--- src/rtl/alu_ctrl_pkg.sv ---
// Shared definitions for the ALU control slice: opcodes, FSM states, default widths.
`timescale 1ns/1ps
package alu_ctrl_pkg;

   localparam int DBITS  = 32;
   localparam int OPBITS = 6;

   localparam logic [OPBITS-1:0] OP_ADD  = 6'd0;
   localparam logic [OPBITS-1:0] OP_SUB  = 6'd1;
   localparam logic [OPBITS-1:0] OP_AND  = 6'd2;
   localparam logic [OPBITS-1:0] OP_OR   = 6'd3;
   localparam logic [OPBITS-1:0] OP_XOR  = 6'd4;
   localparam logic [OPBITS-1:0] OP_NAND = 6'd5;
   localparam logic [OPBITS-1:0] OP_NOR  = 6'd6;
   localparam logic [OPBITS-1:0] OP_XNOR = 6'd7;
   localparam logic [OPBITS-1:0] OP_MVHI = 6'd8;

   typedef enum logic [1:0] {
      IDLE = 2'd0,
      WAIT = 2'd1,
      CAPT = 2'd2,
      RESP = 2'd3
   } state_t;

endpackage

--- src/rtl/rr_arbiter2.sv ---
// Two-way round-robin arbiter; the caller keeps last_grant (index of the previous winner).
`timescale 1ns/1ps
module rr_arbiter2 (
   input  logic [1:0] req,
   input  logic       last_grant,
   output logic [1:0] gnt
);

   // A lone requester wins outright; on a tie the one that did not win last time goes.
   always_comb begin
      // NOTE: default first so every path assigns gnt and no latch is inferred.
      gnt = req;
      if (req == 2'b11) begin
         gnt = last_grant ? 2'b01 : 2'b10;
      end
   end

endmodule

--- src/rtl/alu_arbiter.sv ---
// Shares one registered ALU between two requesters: arbitrate, drive the ALU,
// wait ALU_LAT edges, capture the result and hand it back on the winner's response channel.
`timescale 1ns/1ps
module alu_arbiter #(
   parameter int DBITS   = alu_ctrl_pkg::DBITS,
   parameter int OPBITS  = alu_ctrl_pkg::OPBITS,
   parameter int ALU_LAT = 1                      // must be >= 1
) (
   input  logic              clk,
   input  logic              reset_n,
   input  logic              req0_valid,
   output logic              req0_ready,
   input  logic [OPBITS-1:0] req0_op,
   input  logic [DBITS-1:0]  req0_a,
   input  logic [DBITS-1:0]  req0_b,
   input  logic              req1_valid,
   output logic              req1_ready,
   input  logic [OPBITS-1:0] req1_op,
   input  logic [DBITS-1:0]  req1_a,
   input  logic [DBITS-1:0]  req1_b,
   output logic              rsp0_valid,
   input  logic              rsp0_ready,
   output logic [DBITS-1:0]  rsp0_data,
   output logic              rsp1_valid,
   input  logic              rsp1_ready,
   output logic [DBITS-1:0]  rsp1_data,
   output logic [OPBITS-1:0] alu_opsel,
   output logic [DBITS-1:0]  alu_a,
   output logic [DBITS-1:0]  alu_b,
   input  logic [DBITS-1:0]  alu_out,
   output logic              busy
);
   import alu_ctrl_pkg::*;

   localparam int CBITS = (ALU_LAT > 1) ? $clog2(ALU_LAT) : 1;

   state_t             state, state_nx;
   logic [CBITS-1:0]   cnt;
   logic               last_grant;
   logic               who;          // index of the requester currently being served
   logic [1:0]         gnt;
   logic               rsp_take;

   rr_arbiter2 u_rr (
      .req        ({req1_valid, req0_valid}),
      .last_grant (last_grant),
      .gnt        (gnt)
   );

   assign rsp_take = (rsp0_valid & rsp0_ready) | (rsp1_valid & rsp1_ready);
   assign busy     = (state != IDLE);

   // Next-state and the accept strobes; ready only in IDLE and never while reset is held.
   always_comb begin
      state_nx   = state;
      req0_ready = 1'b0;
      req1_ready = 1'b0;
      case (state)
         IDLE: begin
            if (|gnt) begin
               state_nx   = WAIT;
               req0_ready = gnt[0] & reset_n;
               req1_ready = gnt[1] & reset_n;
            end
         end
         WAIT:    if (cnt == CBITS'(ALU_LAT - 1)) state_nx = CAPT;
         CAPT:    state_nx = RESP;
         RESP:    if (rsp_take) state_nx = IDLE;
         default: state_nx = IDLE;
      endcase
   end

   // State, counter, grant history, ALU operand registers and response registers.
   always_ff @(posedge clk or negedge reset_n) begin
      if (!reset_n) begin
         state      <= IDLE;
         cnt        <= '0;
         last_grant <= 1'b1;
         who        <= 1'b0;
         alu_opsel  <= '0;
         alu_a      <= '0;
         alu_b      <= '0;
         rsp0_valid <= 1'b0;
         rsp0_data  <= '0;
         rsp1_valid <= 1'b0;
         rsp1_data  <= '0;
      end else begin
         // NOTE: non-blocking so every register here samples pre-edge values.
         state <= state_nx;
         case (state)
            IDLE: begin
               if (|gnt) begin
                  who        <= gnt[1];
                  last_grant <= gnt[1];
                  cnt        <= '0;
                  alu_opsel  <= gnt[1] ? req1_op : req0_op;
                  alu_a      <= gnt[1] ? req1_a  : req0_a;
                  alu_b      <= gnt[1] ? req1_b  : req0_b;
               end
            end
            WAIT: cnt <= cnt + 1'b1;
            CAPT: begin
               if (who) begin
                  rsp1_data  <= alu_out;
                  rsp1_valid <= 1'b1;
               end else begin
                  rsp0_data  <= alu_out;
                  rsp0_valid <= 1'b1;
               end
            end
            RESP: begin
               if (rsp0_valid && rsp0_ready) rsp0_valid <= 1'b0;
               if (rsp1_valid && rsp1_ready) rsp1_valid <= 1'b0;
            end
            default: ;
         endcase
      end
   end

endmodule

--- config.mk ---
export PLATFORM = sky130hd
export DESIGN_NAME = alu_arbiter
export DESIGN_NICKNAME = d
export VERILOG_FILES = /design/src/rtl/alu_ctrl_pkg.sv /design/src/rtl/rr_arbiter2.sv /design/src/rtl/alu_arbiter.sv
export SDC_FILE = /design/constraint.sdc
export NUM_CORES = 1
export LEC_CHECK = 0
export ABC_AREA = 1
export BUFFER_PORTS_ARGS = -buffer_cell sky130_fd_sc_hd__buf_2
export CELL_PAD_IN_SITES_DETAIL_PLACEMENT = 1
export CELL_PAD_IN_SITES_GLOBAL_PLACEMENT = 1
export CORE_MARGIN = 5
export CORE_UTILIZATION = 35
export CTS_CLUSTER_SIZE = 12
export DETAILED_ROUTE_END_ITERATION = 8
export PLACE_DENSITY_LB_ADDON = 0.1
export SLEW_MARGIN = 5
export SYNTH_ARGS = -nofsm -noshare
export SYNTH_HDL_FRONTEND = slang
export SYNTH_SLANG_ARGS = --single-unit
--- constraint.sdc ---
create_clock -name clk -period 2.1 [get_ports clk]
set_input_delay 0 -clock clk [delete_from_list [all_inputs] [get_ports clk]]
set_output_delay 0 -clock clk [all_outputs]
set_load 0.01 [all_outputs]
[After elaboration in Yosys (flattened, before gate mapping)]
Index checks and enable logic that the tools add are counted.
Word-level totals
  flip-flop bits (word level): 141
  logic and storage cells: 64
  output and inout port bits: 139
  bits of input ports: 178
Operators by class
  add/sub/neg operators: 1
  reduce and logical (&&, ||, !) cells: 14
  equal/unequal tests: 11
  bitwise logic cells: 6
  muxes and demuxes: 21
Operators by type and width (number)
  32-bit 2-to-1 mux: 2
  2-bit != test, second input constant: 7
  2-bit 2-to-1 mux: 5
  1-bit 2-to-1 mux: 9
  3-bit AND reduction: 3
  2-bit case mux with 4 select lines: 1
  2-bit AND reduction: 4
  2-bit equality test, second input constant: 3
  6-bit 2-to-1 mux: 1
  1-bit case mux with 2 select lines: 3
  2-bit nonzero test: 3
  1-bit bitwise AND: 4
  2-bit by 1-bit equality test with 1-bit output, second input constant: 1
  1-bit logical AND: 2
  2-bit zero test: 1
  2-bit OR reduction: 1
  1-bit adder, second input constant: 1
  1-bit NOT: 1
  1-bit bitwise OR: 1

[Depth between registers and ports, before layout]
Gate-level depths: netlist of run 1.
  depth in word-level cells: 5
  depth in mapped cells: 7
  mapped depth without buffers: 7

[Hierarchy]
Synthesis of run 1 repeated with hierarchy kept, for this count alone.
Second synthesis, totals
  cells, all modules: 821
  area, all modules: 6338.6 um2
Modules (own cells, without submodules)
  alu_arbiter: sequential area each 3529.6 um2, instances 1, cells an instance 816, area an instance 6317.3 um2
  rr_arbiter2: sequential area each 0.0 um2, instances 1, cells an instance 5, area an instance 21.3 um2

[Worst setup path after synthesis of run 1]
Ideal clock, no wire load.
  path type: flip-flop to flip-flop
  start: reg state[0]
  end: reg rsp0_data[26]
  buffers on the path: 2
  period minus slack after synthesis: 1.275 ns
  slack: 0.825 ns
  stages on the path, launching flop included: 7
  data required time: 1.974 ns
  library setup time: 0.126 ns
  data arrival time: 1.149 ns
  cell sequence: dfrtp_1 inv_1 ha_1 nand2_1 buf_2 buf_2 o21ai_0
Between the ends
  word-level cells in the longest chain between the ends: 2
Ends and longest elaborated chain
  start, declared: RTL line alu_arbiter.sv:37  | state_t state, state_nx;
  start signal, assigned: RTL line alu_arbiter.sv:89  | state <= state_nx;
  2-bit equality test: RTL line alu_arbiter.sv:90  | case (state)
  2-bit AND reduction (no source line)
  end signal, assigned: RTL line alu_arbiter.sv:107  | rsp0_data <= alu_out;
  end, declared: RTL line alu_arbiter.sv:23  | output logic [DBITS-1:0] rsp0_data,
Every way passes these cells.
A chain may end at the register's enable or synchronous reset.

[Worst setup path in the final report of run 1]
  start: reg last_grant
  end: out req1_ready
Between the ends
  word-level cells in the longest chain between the ends: 5
  elaborated cells between the ends (all ways): 6
  those cells by class: mux: 4; bitwise: 1; reduce/logical: 1
Ends and longest elaborated chain
  start, declared: RTL line alu_arbiter.sv:39  | logic last_grant;
  start signal, assigned: RTL line alu_arbiter.sv:94  | last_grant <= gnt[1];
  2-bit 2-to-1 mux (*): RTL line rr_arbiter2.sv:14  | gnt = last_grant ? 2'b01 : 2'b10;
  2-bit 2-to-1 mux (*): RTL line rr_arbiter2.sv:13  | if (req == 2'b11) begin
  1-bit bitwise AND / 2-bit OR reduction (equally long branches): RTL line alu_arbiter.sv:63, alu_arbiter.sv:60
  1-bit 2-to-1 mux (*): RTL line alu_arbiter.sv:60  | if (|gnt) begin
  1-bit 2-to-1 mux (*): RTL line alu_arbiter.sv:58  | case (state)
  end, declared: RTL line alu_arbiter.sv:17  | output logic req1_ready,
Mark *: on every way between the ends. The rest lies on a longest branch, timed or not.

==> summary.md, run 1 <==
| Metric | Value |
|---|---|
| Hold Path Class | `input port to flip-flop` |
| Top cell type by total area after synthesis | `dfrtp_1` |
| Layout Nets | `1478` |
| Sink Count | `141` |
| Leak | `6.00 nW` |
| Initial antenna violation count | `0` |
| Drt wl/cell | `18.5 um` |
| CTS buffer count | `17` |
| Critical Path Slowest Stage Cell | `dfstp_2` |
| Top cells by area, synth | `dfrtp_1, nand2_1, nand3b_1` |
| Layout Area Growth over Synthesis | `61.5%` |
| Synth Area in Compound Gates | `5.31%` |
| Worst path max stage delay | `530 ps` |
| Worst skew pair latency | `420 ps` |
| DR vias/cell | `4.88` |
| Mapped Area | `6700 sq um` |
| Largest net degree at the start of global routing | `73` |
| DPL Wire Length | `16100 um` |
| Die Span X | `148 um` |
| Rows | `50` |
| Final Setup Violations | `0` |
| Worst path top cell family by delay | `flip-flops` |
| Fin Setup TNS | `0 ps` |
| Drt pass-1 iters | `4` |
| Overall routing resource usage | `26.0%` |
| Max Cap Viol | `0` |
| Diodes inserted | `0` |
| Status | `finished, final reports clean` |
| CP Capture Type | `primary output` |
| Drt drc | `0` |
| Worst-path maximum fanout | `25` |
| Final hold viol count | `0` |
| Post-Synth Simple-Gate Area | `30.7%` |
| Root buffer cell | `clkbuf_16` |
| Io pins | `317` |
| GP Congestion | `0.776` |
| Worst slew margin | `44.3%` |
| Initial DRC count | `270` |
| Setup Buffers After CTS | `0` |
| Critical Path Start Type | `flip-flop` |
| Fraction of final layout cells sized beyond drive strength 1 | `28.1%` |
| DIE HEIGHT | `148 um` |
| Initial Utilization | `35.7%` |
| DP Cell Count | `1335` |
| Core footprint | `18800 sq um` |
| Final Skew | `11.9 ps` |
| Peak Freq | `554 MHz` |
| Power per Cell Area | `1300 nW/um^2` |
| Max clock buf depth | `2` |
| Top-count cell post-synth | `nand2_1` |
| Synthesized flop and latch total | `141` |
| Largest family of logic cells by synthesized area | `simple AND/OR/NAND/NOR gates` |
| Yosys cell types | `20` |
| Layout Cells excl Fill | `1543` |
| Cells after synthesis | `824` |
| Via count | `7531` |
| Remaining Overflow, GRT | `0` |
| CP most frequent cell | `nand2_2` |
| Ys flop type | `dfrtp_1` |
| VDD IR max | `0.623 mV` |
| Post-DRT Antenna Nets | `0` |
| Post-cts resize count | `0` |
| Syn_nets | `1006` |
| Adder-cell area share of the yosys netlist | `0.747%` |
| Period utilization | `86.0%` |
| Post-synth ARST share | `100%` |
| Syn avg cell area | `8.13 sq um` |
| RSZ-0062 raised after global routing | `false` |
| Sequential fraction of the synthesis area | `52.7%` |
| H-tree levels | `4` |
| Worst EP arrival | `1810 ps` |
| Wirelength, routed | `28500 um` |
| Crit path buf inv count | `2` |
| Post-synthesis xor/xnor area fraction | `0%` |
| Fin crit period | `1810 ps` |
| Measured slew at the worst slew-check pin | `836 ps` |
| Post-synth EDFFs | `0` |
| Clock tree from TritonCTS | `yes` |
| Post-synth top cells | `nand2_1, dfrtp_1, inv_1` |
| Critical path, cell by cell | `nand2_2, nand2_2, buf_12, nor2_1, buf_2` |
| Slew Limit Fails | `0` |
| PortBufs | `316` |
| Clock-pin slew on the worst setup and hold paths | `60 ps` |
| Ys Warns | `0` |
| Required time of the critical path | `2100 ps` |
| Mux share of post-synthesis cell area | `0%` |
| Post-synth top area share | `52.3%` |
| First-pass GRT wire length | `45300 um` |
| Die ar. | `22000 sq um` |
| Number of global-route vias before repair | `8389` |
| FILL cells | `2304` |
| Worst Path Class, Setup | `flip-flop to primary output` |
[layout make-up]
| class | instances | area, sq um | area share (%) |
|---|---|---|---|
| clock inverters | 13 | 155 | 1.43 |
| inverters | 113 | 429 | 3.97 |
| clock buffers | 19 | 453 | 4.19 |
| flip-flops and latches | 141 | 3530 | 32.6 |
| multi-input cells | 520 | 2460 | 22.8 |
| well taps | 234 | 293 | 2.71 |
| repair buffers | 503 | 3490 | 32.3 |
[repair_timing]
action | in CTS | in global routing
endpoints found under the hold margin | 183 | 0
endpoints found under the setup margin | 0 | 0
hold buffers | 176 | 0
[routing by layer]
metal	up-vias	GRT usage, %	share of wire (%)
li1	3502	-	-
met1	3631	30.1	39
met2	305	44.8	50
met3	93	6.22	6.3
met4	0	13.5	4.8
met5	-	0	0
[placed cells by master, fill, tap and decap left out, types with 3 or more instances in the layout]
master,n
nand2_2,5
dfrtp_1,140
buf_4,6
clkinv_4,4
inv_6,3
nand3b_1,70
nand2_1,290
dlygate4sd3_1,176
inv_1,111
clkbuf_16,17
buf_2,315
ha_1,4
o21ai_0,68
buf_12,5
nand3_1,77
[path summary, 6_finish.rpt]
kind                                              from                endpoint  slack (ps)  cells past startpoint
worst max-delay path            last_grant$_DFFE_PN1P_              req1_ready         290                      5
worst min-delay path                        rsp1_ready  rsp1_valid$_DFFE_PN0P_          20                      6
worst max register to register    state[0]$_DFFE_PN0P_   alu_a[26]$_DFFE_PN0P_         340                      6
worst min register to register    alu_a[2]$_DFFE_PN0P_    alu_a[2]$_DFFE_PN0P_         470                      2
max in group asynchronous                      reset_n    alu_a[2]$_DFFE_PN0P_        1170                      3
min in group asynchronous                      reset_n         who$_DFFE_PN0P_         160                      2
[cell families (layout without fill, tap and decap cells)]
group           Yosys count  in the layout
flops                   141            141
simple gates            446            446
buf+inv                 163            648
fa+ha+maj                 4              4
compound gates           70             70
[metrics by stage]
step	instance area [sq um]	hold slack (ps)	utilization [%]	total power [mW]	setup slack, ps
after floorplan	6700	-296	-	8.00	825
after global placement	8450	-11.5	45.0	10.4	483
after detailed placement	8450	-10.1	45.0	10.5	389
after CTS	10800	12.1	57.6	14.0	260
after global routing	10800	84.2	57.6	15.1	183
final	10800	23.8	57.6	14.0	294
[where the power goes]
part           internal, mW  leakage (nW)  switching [mW]
clock network          1.84         0.294            1.27
logic                  2.29          3.98            3.77
registers              4.10          1.72           0.757
total                  8.23          6.00            5.80
[worst min-delay path: stages]
cell	delay (ps)
buf_2	100
nand2_1	70
nand2_1	50
nand3_1	70
nand2_1	40
o21ai_0	60
[state kept, by name (all words and copies together) (netlist names)]
register / flops
alu_a: 32
alu_b: 32
alu_opsel: 6
cnt: 1
last_grant: 1
rsp0_data: 32
rsp0_valid: 1
rsp1_data: 32
rsp1_valid: 1
state: 2
who: 1
No activity file was read; power rests on OpenSTA's default activity.
==> inputs of run 2 (changes only) <==
--- a/config.mk
+++ b/config.mk
@@ -6,7 +6,7 @@
 export NUM_CORES = 1
 export LEC_CHECK = 0
 export ABC_AREA = 1
-export BUFFER_PORTS_ARGS = -buffer_cell sky130_fd_sc_hd__buf_2
+export BUFFER_PORTS_ARGS = -buffer_cell sky130_fd_sc_hd__buf_4
 export CELL_PAD_IN_SITES_DETAIL_PLACEMENT = 1
 export CELL_PAD_IN_SITES_GLOBAL_PLACEMENT = 1
 export CORE_MARGIN = 5
==> run 2 against run 1 <==
Against the previous run:
- via count increased by 0.33%
- hold slack got worse by 5.2 ps
- clock skew decreased by 2.2 ps
- non-clock buffer count increased by 2
- largest cell class is now non-clock buffers
==> summary.md, run 2 (synthesis results as in run 1) <==
| Metric | Value |
|---|---|
| Status | `finished, final reports clean` |
| VDD IR max | `0.670 mV (+7.6%)` |
| Worst-path maximum fanout | `34 (+36%)` |
| Initial antenna violation count | `4 (+4)` |
| Initial DRC count | `242 (-10%)` |
| CP Capture Type | `flip-flop` |
| Layout Area Growth over Synthesis | `74.4%` |
| Remaining Overflow, GRT | `0 (unchanged)` |
| Final Skew | `9.74 ps (-2.20 ps)` |
| Worst slew margin | `61.8% (+18 points)` |
| Root buffer cell | `clkbuf_16` |
| GP Congestion | `0.776 (about the same)` |
| Wirelength, routed | `29400 um (+2.9%)` |
| Die Span X | `148 um (unchanged)` |
| Power per Cell Area | `1320 nW/um^2 (+1.5%)` |
| RSZ-0062 raised after global routing | `false` |
| Drt drc | `0 (unchanged)` |
| Die ar. | `22000 sq um (unchanged)` |
| Final Setup Violations | `0 (unchanged)` |
| Core footprint | `18800 sq um (unchanged)` |
| Critical Path Start Type | `flip-flop` |
| Initial Utilization | `35.7% (unchanged)` |
| Max clock buf depth | `2 (unchanged)` |
| Io pins | `317 (unchanged)` |
| Number of global-route vias before repair | `8348 (-0.49%)` |
| Post-DRT Antenna Nets | `0 (unchanged)` |
| H-tree levels | `4 (unchanged)` |
| Leak | `6.22 nW (+3.6%)` |
| Commonest non-fill, non-tap cell in the layout | `buf_4` |
| Largest net degree at the start of global routing | `72 (-1.4%)` |
| DIE HEIGHT | `148 um (unchanged)` |
| Post-route cell area | `11700 sq um (+7.9%)` |
| Peak Freq | `512 MHz (-7.6%)` |
| DR vias/cell | `4.88 (about the same)` |
| Hold Path Class | `input port to flip-flop` |
| Sink Count | `141 (unchanged)` |
| Clock tree from TritonCTS | `yes` |
| Measured slew at the worst slew-check pin | `574 ps (-263 ps)` |
| Fin crit period | `1950 ps (+148 ps)` |
| Via count | `7556 (+0.33%)` |
| Worst EP arrival | `2310 ps (+500 ps)` |
| Post-route total power | `15.4 mW (+9.5%)` |
| Period utilization | `93.1% (+7.1 points)` |
| Worst skew pair latency | `420 ps (about the same)` |
| PortBufs | `316 (unchanged)` |
| Layout Nets | `1480 (+0.14%)` |
| DP Area | `9250 sq um (+9.4%)` |
| Clock-pin slew on the worst setup and hold paths | `60 ps (about the same)` |
| Rows | `50 (unchanged)` |
| Final hold viol count | `0 (unchanged)` |
| Setup Buffers After CTS | `0 (unchanged)` |
| DPL Wire Length | `16900 um (+4.9%)` |
| First-pass GRT wire length | `45400 um (+0.11%)` |
| Worst Path Class, Setup | `flip-flop to flip-flop` |
| Required time of the critical path | `2450 ps (+350 ps)` |
| CTS buffer count | `17 (unchanged)` |
| Fraction of final layout cells sized beyond drive strength 1 | `28.4% (+0.26 points)` |
| Max Cap Viol | `0 (unchanged)` |
| Overall routing resource usage | `26.2% (+0.23 points)` |
| Fin Setup TNS | `0 ps (unchanged)` |
| Most frequent cells in the layout | `buf_4, nand2_1, dlygate4sd3_1, dfrtp_1, inv_1` |
| Drt pass-1 iters | `5 (+1)` |
| Slew Limit Fails | `0 (unchanged)` |
| Drt wl/cell | `18.9 um (+2.5%)` |
[run 2: stage by stage]
| stage | std cells | utilization, % | hold WS [ps] | worst slack [ps] |
|---|---|---|---|---|
| after detailed placement | 1338 | 49.3 | -8.91 | 440 |
| after global routing | 1549 | 62.2 | 57.8 | 29.9 |
| after floorplan | 824 | - | -296 | 825 |
| final | 1549 | 62.2 | 18.7 | 145 |
| after global placement | 1338 | 49.3 | -10.5 | 530 |
| after CTS | 1544 | 62.0 | 8.69 | 127 |
[run 2: worst paths after layout]
kind | cells past startpoint | to | from | slack [ps]
setup / recovery | 7 | alu_a[18]$_DFFE_PN0P_ | state[0]$_DFFE_PN0P_ | 150
hold / removal | 6 | rsp1_valid$_DFFE_PN0P_ | rsp1_ready | 20
setup reg to reg | 7 | alu_a[18]$_DFFE_PN0P_ | state[0]$_DFFE_PN0P_ | 150
hold reg to reg | 2 | rsp1_data[31]$_DFFE_PN0P_ | rsp1_data[31]$_DFFE_PN0P_ | 480
max in group asynchronous | 3 | alu_a[2]$_DFFE_PN0P_ | reset_n | 1210
min in group asynchronous | 2 | rsp1_data[8]$_DFFE_PN0P_ | reset_n | 110
[run 2: layout make-up]
class | instances | area, sq um
timing repair buffer | 505 | 4310
fill | 2194 | 7090
multi-input combinational | 520 | 2460
inverter | 113 | 432
tap | 234 | 293
clock inverter | 14 | 205
antenna | 4 | 10.0
sequential | 141 | 3530
clock buffer | 18 | 439
[run 2: power breakdown]
group / total, mW / leakage (nW) / switching, mW / internal (mW)
Sequential: 4.93 / 1.72 / 0.821 / 4.10
Combinational: 7.14 / 4.18 / 3.87 / 3.28
Clock: 3.30 / 0.314 / 1.25 / 2.05
Total: 15.4 / 6.22 / 5.94 / 9.43
[run 2: per-layer routing]
layer,vias up,wire length [um],track usage (%)
met4,0,1180,11.9
met1,3671,11100,29.0
met3,69,2060,7.40
met5,-,0,0
li1,3522,-,-
met2,294,15000,46.8
[run 2: critical path, cell delays in order (launching register included)]
cell	delay [ps]
dfrtp_1	420
inv_1	100
ha_1	290
nand2_4	110
inv_8	190
nand3_1	130
dlygate4sd3_1	590
nand2_1	60
[run 2: timing repair]
item | CTS | global route
endpoints found under the setup margin | 0 | 3
hold buffers | 174 | 0
endpoints found under the hold margin | 181 | 0
resized for setup | 0 | 2
==> inputs of run 3 (changes only) <==
--- a/config.mk
+++ b/config.mk
@@ -9,7 +9,7 @@
 export BUFFER_PORTS_ARGS = -buffer_cell sky130_fd_sc_hd__buf_4
 export CELL_PAD_IN_SITES_DETAIL_PLACEMENT = 1
 export CELL_PAD_IN_SITES_GLOBAL_PLACEMENT = 1
-export CORE_MARGIN = 5
+export CORE_MARGIN = 3
 export CORE_UTILIZATION = 35
 export CTS_CLUSTER_SIZE = 12
 export DETAILED_ROUTE_END_ITERATION = 8
==> constraint.sdc (replaced) <==
create_clock -name clk -period 2.1 [get_ports clk]
set_input_delay 0.42 -clock clk [delete_from_list [all_inputs] [get_ports clk]]
set_output_delay 0.42 -clock clk [all_outputs]
set_load 0.01 [all_outputs]
==> run 3 against run 2 <==
Against the previous run:
- sequential share of layout area is 5.6 points higher
- via count decreased by 15%
- sequential power hardly changed
- hold slack better by 99 ps
- clock power down 11%
- highest routed layer unchanged
- maximum frequency increased by 0.57%
- die area down 5.3%
- count of clock-buffer cells in the layout is 1 lower
==> summary.md, run 3 (synthesis results as in run 1) <==
| Metric | Value |
|---|---|
| Max Cap Viol | `0 (unchanged)` |
| Power per Cell Area | `1450 nW/um^2 (+10%)` |
| Largest net degree at the start of global routing | `142 (+97%)` |
| Crit path buf inv count | `2 (-1)` |
| Post-route cell area | `9850 sq um (-16%)` |
| GP Congestion | `0.758 (-2.3%)` |
| Core footprint | `18400 sq um (-2.0%)` |
| Initial Utilization | `36.4% (+0.73 points)` |
| Sink Count | `141 (unchanged)` |
| Status | `finished, final reports clean` |
| Worst Path Class, Setup | `flip-flop to primary output` |
| Clock tree from TritonCTS | `yes` |
| FILL cells | `2258 (+2.9%)` |
| Fraction of final layout cells sized beyond drive strength 1 | `32.7% (+4.3 points)` |
| Worst slew margin | `48.1% (-14 points)` |
| Remaining Overflow, GRT | `0 (unchanged)` |
| Worst-path maximum fanout | `5 (-85%)` |
| Switch Pwr | `5.60 mW (-5.6%)` |
| CP Capture Type | `primary output` |
| Critical Path Start Type | `flip-flop` |
| Drt pass-1 iters | `6 (+1)` |
| DPL Wire Length | `15700 um (-6.7%)` |
| Final hold viol count | `0 (unchanged)` |
| Internal Power | `8.69 mW (-7.9%)` |
| Fin crit period | `1940 ps (-11.1 ps)` |
| Commonest non-fill, non-tap cell in the layout | `buf_4` |
| Die Span X | `144 um (-2.7%)` |
| Critical Path Slowest Stage Cell | `dfrtp_1` |
| Layout Nets | `1302 (-12%)` |
| Worst path max stage delay | `410 ps (-180 ps)` |
| DP Area | `9260 sq um (about the same)` |
| Via count | `6441 (-15%)` |
| Leak | `5.51 nW (-11%)` |
| Initial antenna violation count | `0 (-4)` |
| Root buffer cell | `clkbuf_16` |
| Setup Buffers After CTS | `0 (unchanged)` |
| Diodes inserted | `0 (-4)` |
| Worst path top cell family by delay | `flip-flops` |
| Slew Limit Fails | `0 (unchanged)` |
| CTS buffer count | `17 (unchanged)` |
| Worst skew pair latency | `420 ps (about the same)` |
| Sw frac | `39.2% (+0.57 points)` |
| Required time of the critical path | `1680 ps (-770 ps)` |
| Final Setup Violations | `0 (unchanged)` |
| RSZ-0062 raised after global routing | `false` |
| Critical path, cell by cell | `inv_1, ha_4, nand2_1, a211oi_2, buf_4` |
| First-pass GRT wire length | `34700 um (-24%)` |
| Clock share of power | `20.7% (-0.8 points)` |
| Post-DRT Antenna Nets | `0 (unchanged)` |
| Io pins | `317 (unchanged)` |
| Layout Area Growth over Synthesis | `47.1%` |
| DIE HEIGHT | `144 um (-2.7%)` |
| Overall routing resource usage | `21.3% (-5.0 points)` |
| DR vias/cell | `4.73 (-3.1%)` |
| Combinational share of power | `45.1% (-1.4 points)` |
| Number of global-route vias before repair | `6682 (-20%)` |
| Hold Path Class | `input port to asynchronous set/reset pin` |
| Die ar. | `20800 sq um (-5.3%)` |
| VDD IR max | `0.624 mV (-6.8%)` |
| Register-to-Register Path Depth | `5 (-2)` |
| Most frequent cells in the layout | `buf_4, nand2_1, dfrtp_1, inv_1, nand3_1` |
| Drt drc | `0 (unchanged)` |
| Drt wl/cell | `16.3 um (-14%)` |
| Peak Freq | `514 MHz (+0.57%)` |
| Clock-pin slew on the worst setup and hold paths | `60 ps (about the same)` |
| H-tree levels | `4 (unchanged)` |
| Initial DRC count | `200 (-17%)` |
| Rows | `49 (-2.0%)` |
| Stages on the worst setup path | `5 (-2)` |
| Measured slew at the worst slew-check pin | `778 ps (+205 ps)` |
| Wirelength, routed | `22200 um (-24%)` |
| Sequential power share | `34.3% (+2.2 points)` |
| Max clock buf depth | `2 (unchanged)` |
| Cts hold-fix bufs | `0 (-100%)` |
| Worst EP arrival | `1520 ps (-790 ps)` |
| Period utilization | `92.6% (-0.53 points)` |
| PortBufs | `316 (unchanged)` |
| Final Skew | `9.33 ps (-0.411 ps)` |
| Fin Setup TNS | `0 ps (unchanged)` |
[run 3: cell count changes in the layout (fill, tap and decap cells not counted), sizes merged]
cell / before / now
buf: 330 / 327
inv: 118 / 120
dlygate4sd3: 174 / 0
clkbuf: 19 / 17
bufinv: 4 / 1
diode: 4 / 0
clkinvlp: 1 / 2
clkinv: 4 / 5
[run 3: path summary, 6_finish.rpt]
path	from	slack, ps	endpoint
setup / recovery	state[0]$_DFFE_PN0P_	160	req0_ready
hold / removal	reset_n	120	rsp1_data[4]$_DFFE_PN0P_
setup reg to reg	state[0]$_DFFE_PN0P_	310	rsp1_data[24]$_DFFE_PN0P_
hold reg to reg	alu_a[23]$_DFFE_PN0P_	480	alu_a[23]$_DFFE_PN0P_
max in group asynchronous	reset_n	1390	alu_a[27]$_DFFE_PN0P_
min in group clk	alu_out[4]	280	rsp0_data[4]$_DFFE_PN0P_
[run 3: power by group through the flow]
stage,Combinational (mW),Clock (mW),Sequential (mW)
6_report,6.44,2.95,4.90
5_1_grt,7.25,3.16,5.07
4_1_cts,6.57,3.03,4.91
3_5_place_dp,6.54,0,4.91
3_3_place_gp,6.38,0,4.86
2_1_floorplan,2.57,0,5.43
[run 3: per-stage QoR]
step           utilization (%)  std cells  hold slack, ps  setup slack [ps]  power (mW)
6_report                  53.6       1362             117               156        14.3
5_1_grt                   53.6       1362             146              35.2        15.5
4_1_cts                   53.5       1362             188              28.5        14.5
3_5_place_dp              50.3       1330             466               434        11.5
3_3_place_gp              50.3       1330             464               485        11.2
2_1_floorplan                -        824             124               554        8.00
[run 3: metal layers]
metal	GRT usage (%)	wire length [um]	vias to the layer above
met5	0	0	-
li1	-	-	3155
met4	7.07	500	0
met1	25.2	8970	3032
met3	7.51	1870	34
met2	36.1	10900	220
[run 3: cell type report]
cell class / instances / area [sq um] / area share [%]
sequential: 141 / 3530 / 35.8
timing repair buffer: 327 / 2550 / 25.9
clock buffer: 17 / 425 / 4.32
inverter: 113 / 429 / 4.36
tap: 229 / 287 / 2.91
multi-input combinational: 520 / 2480 / 25.2
clock inverter: 15 / 151 / 1.54
[run 3: what timing repair did]
item / 4_1_cts / 5_1_grt
gates resized for setup: 1 / 2
pin swaps: 0 / 0
endpoints found under the setup margin: 1 / 1
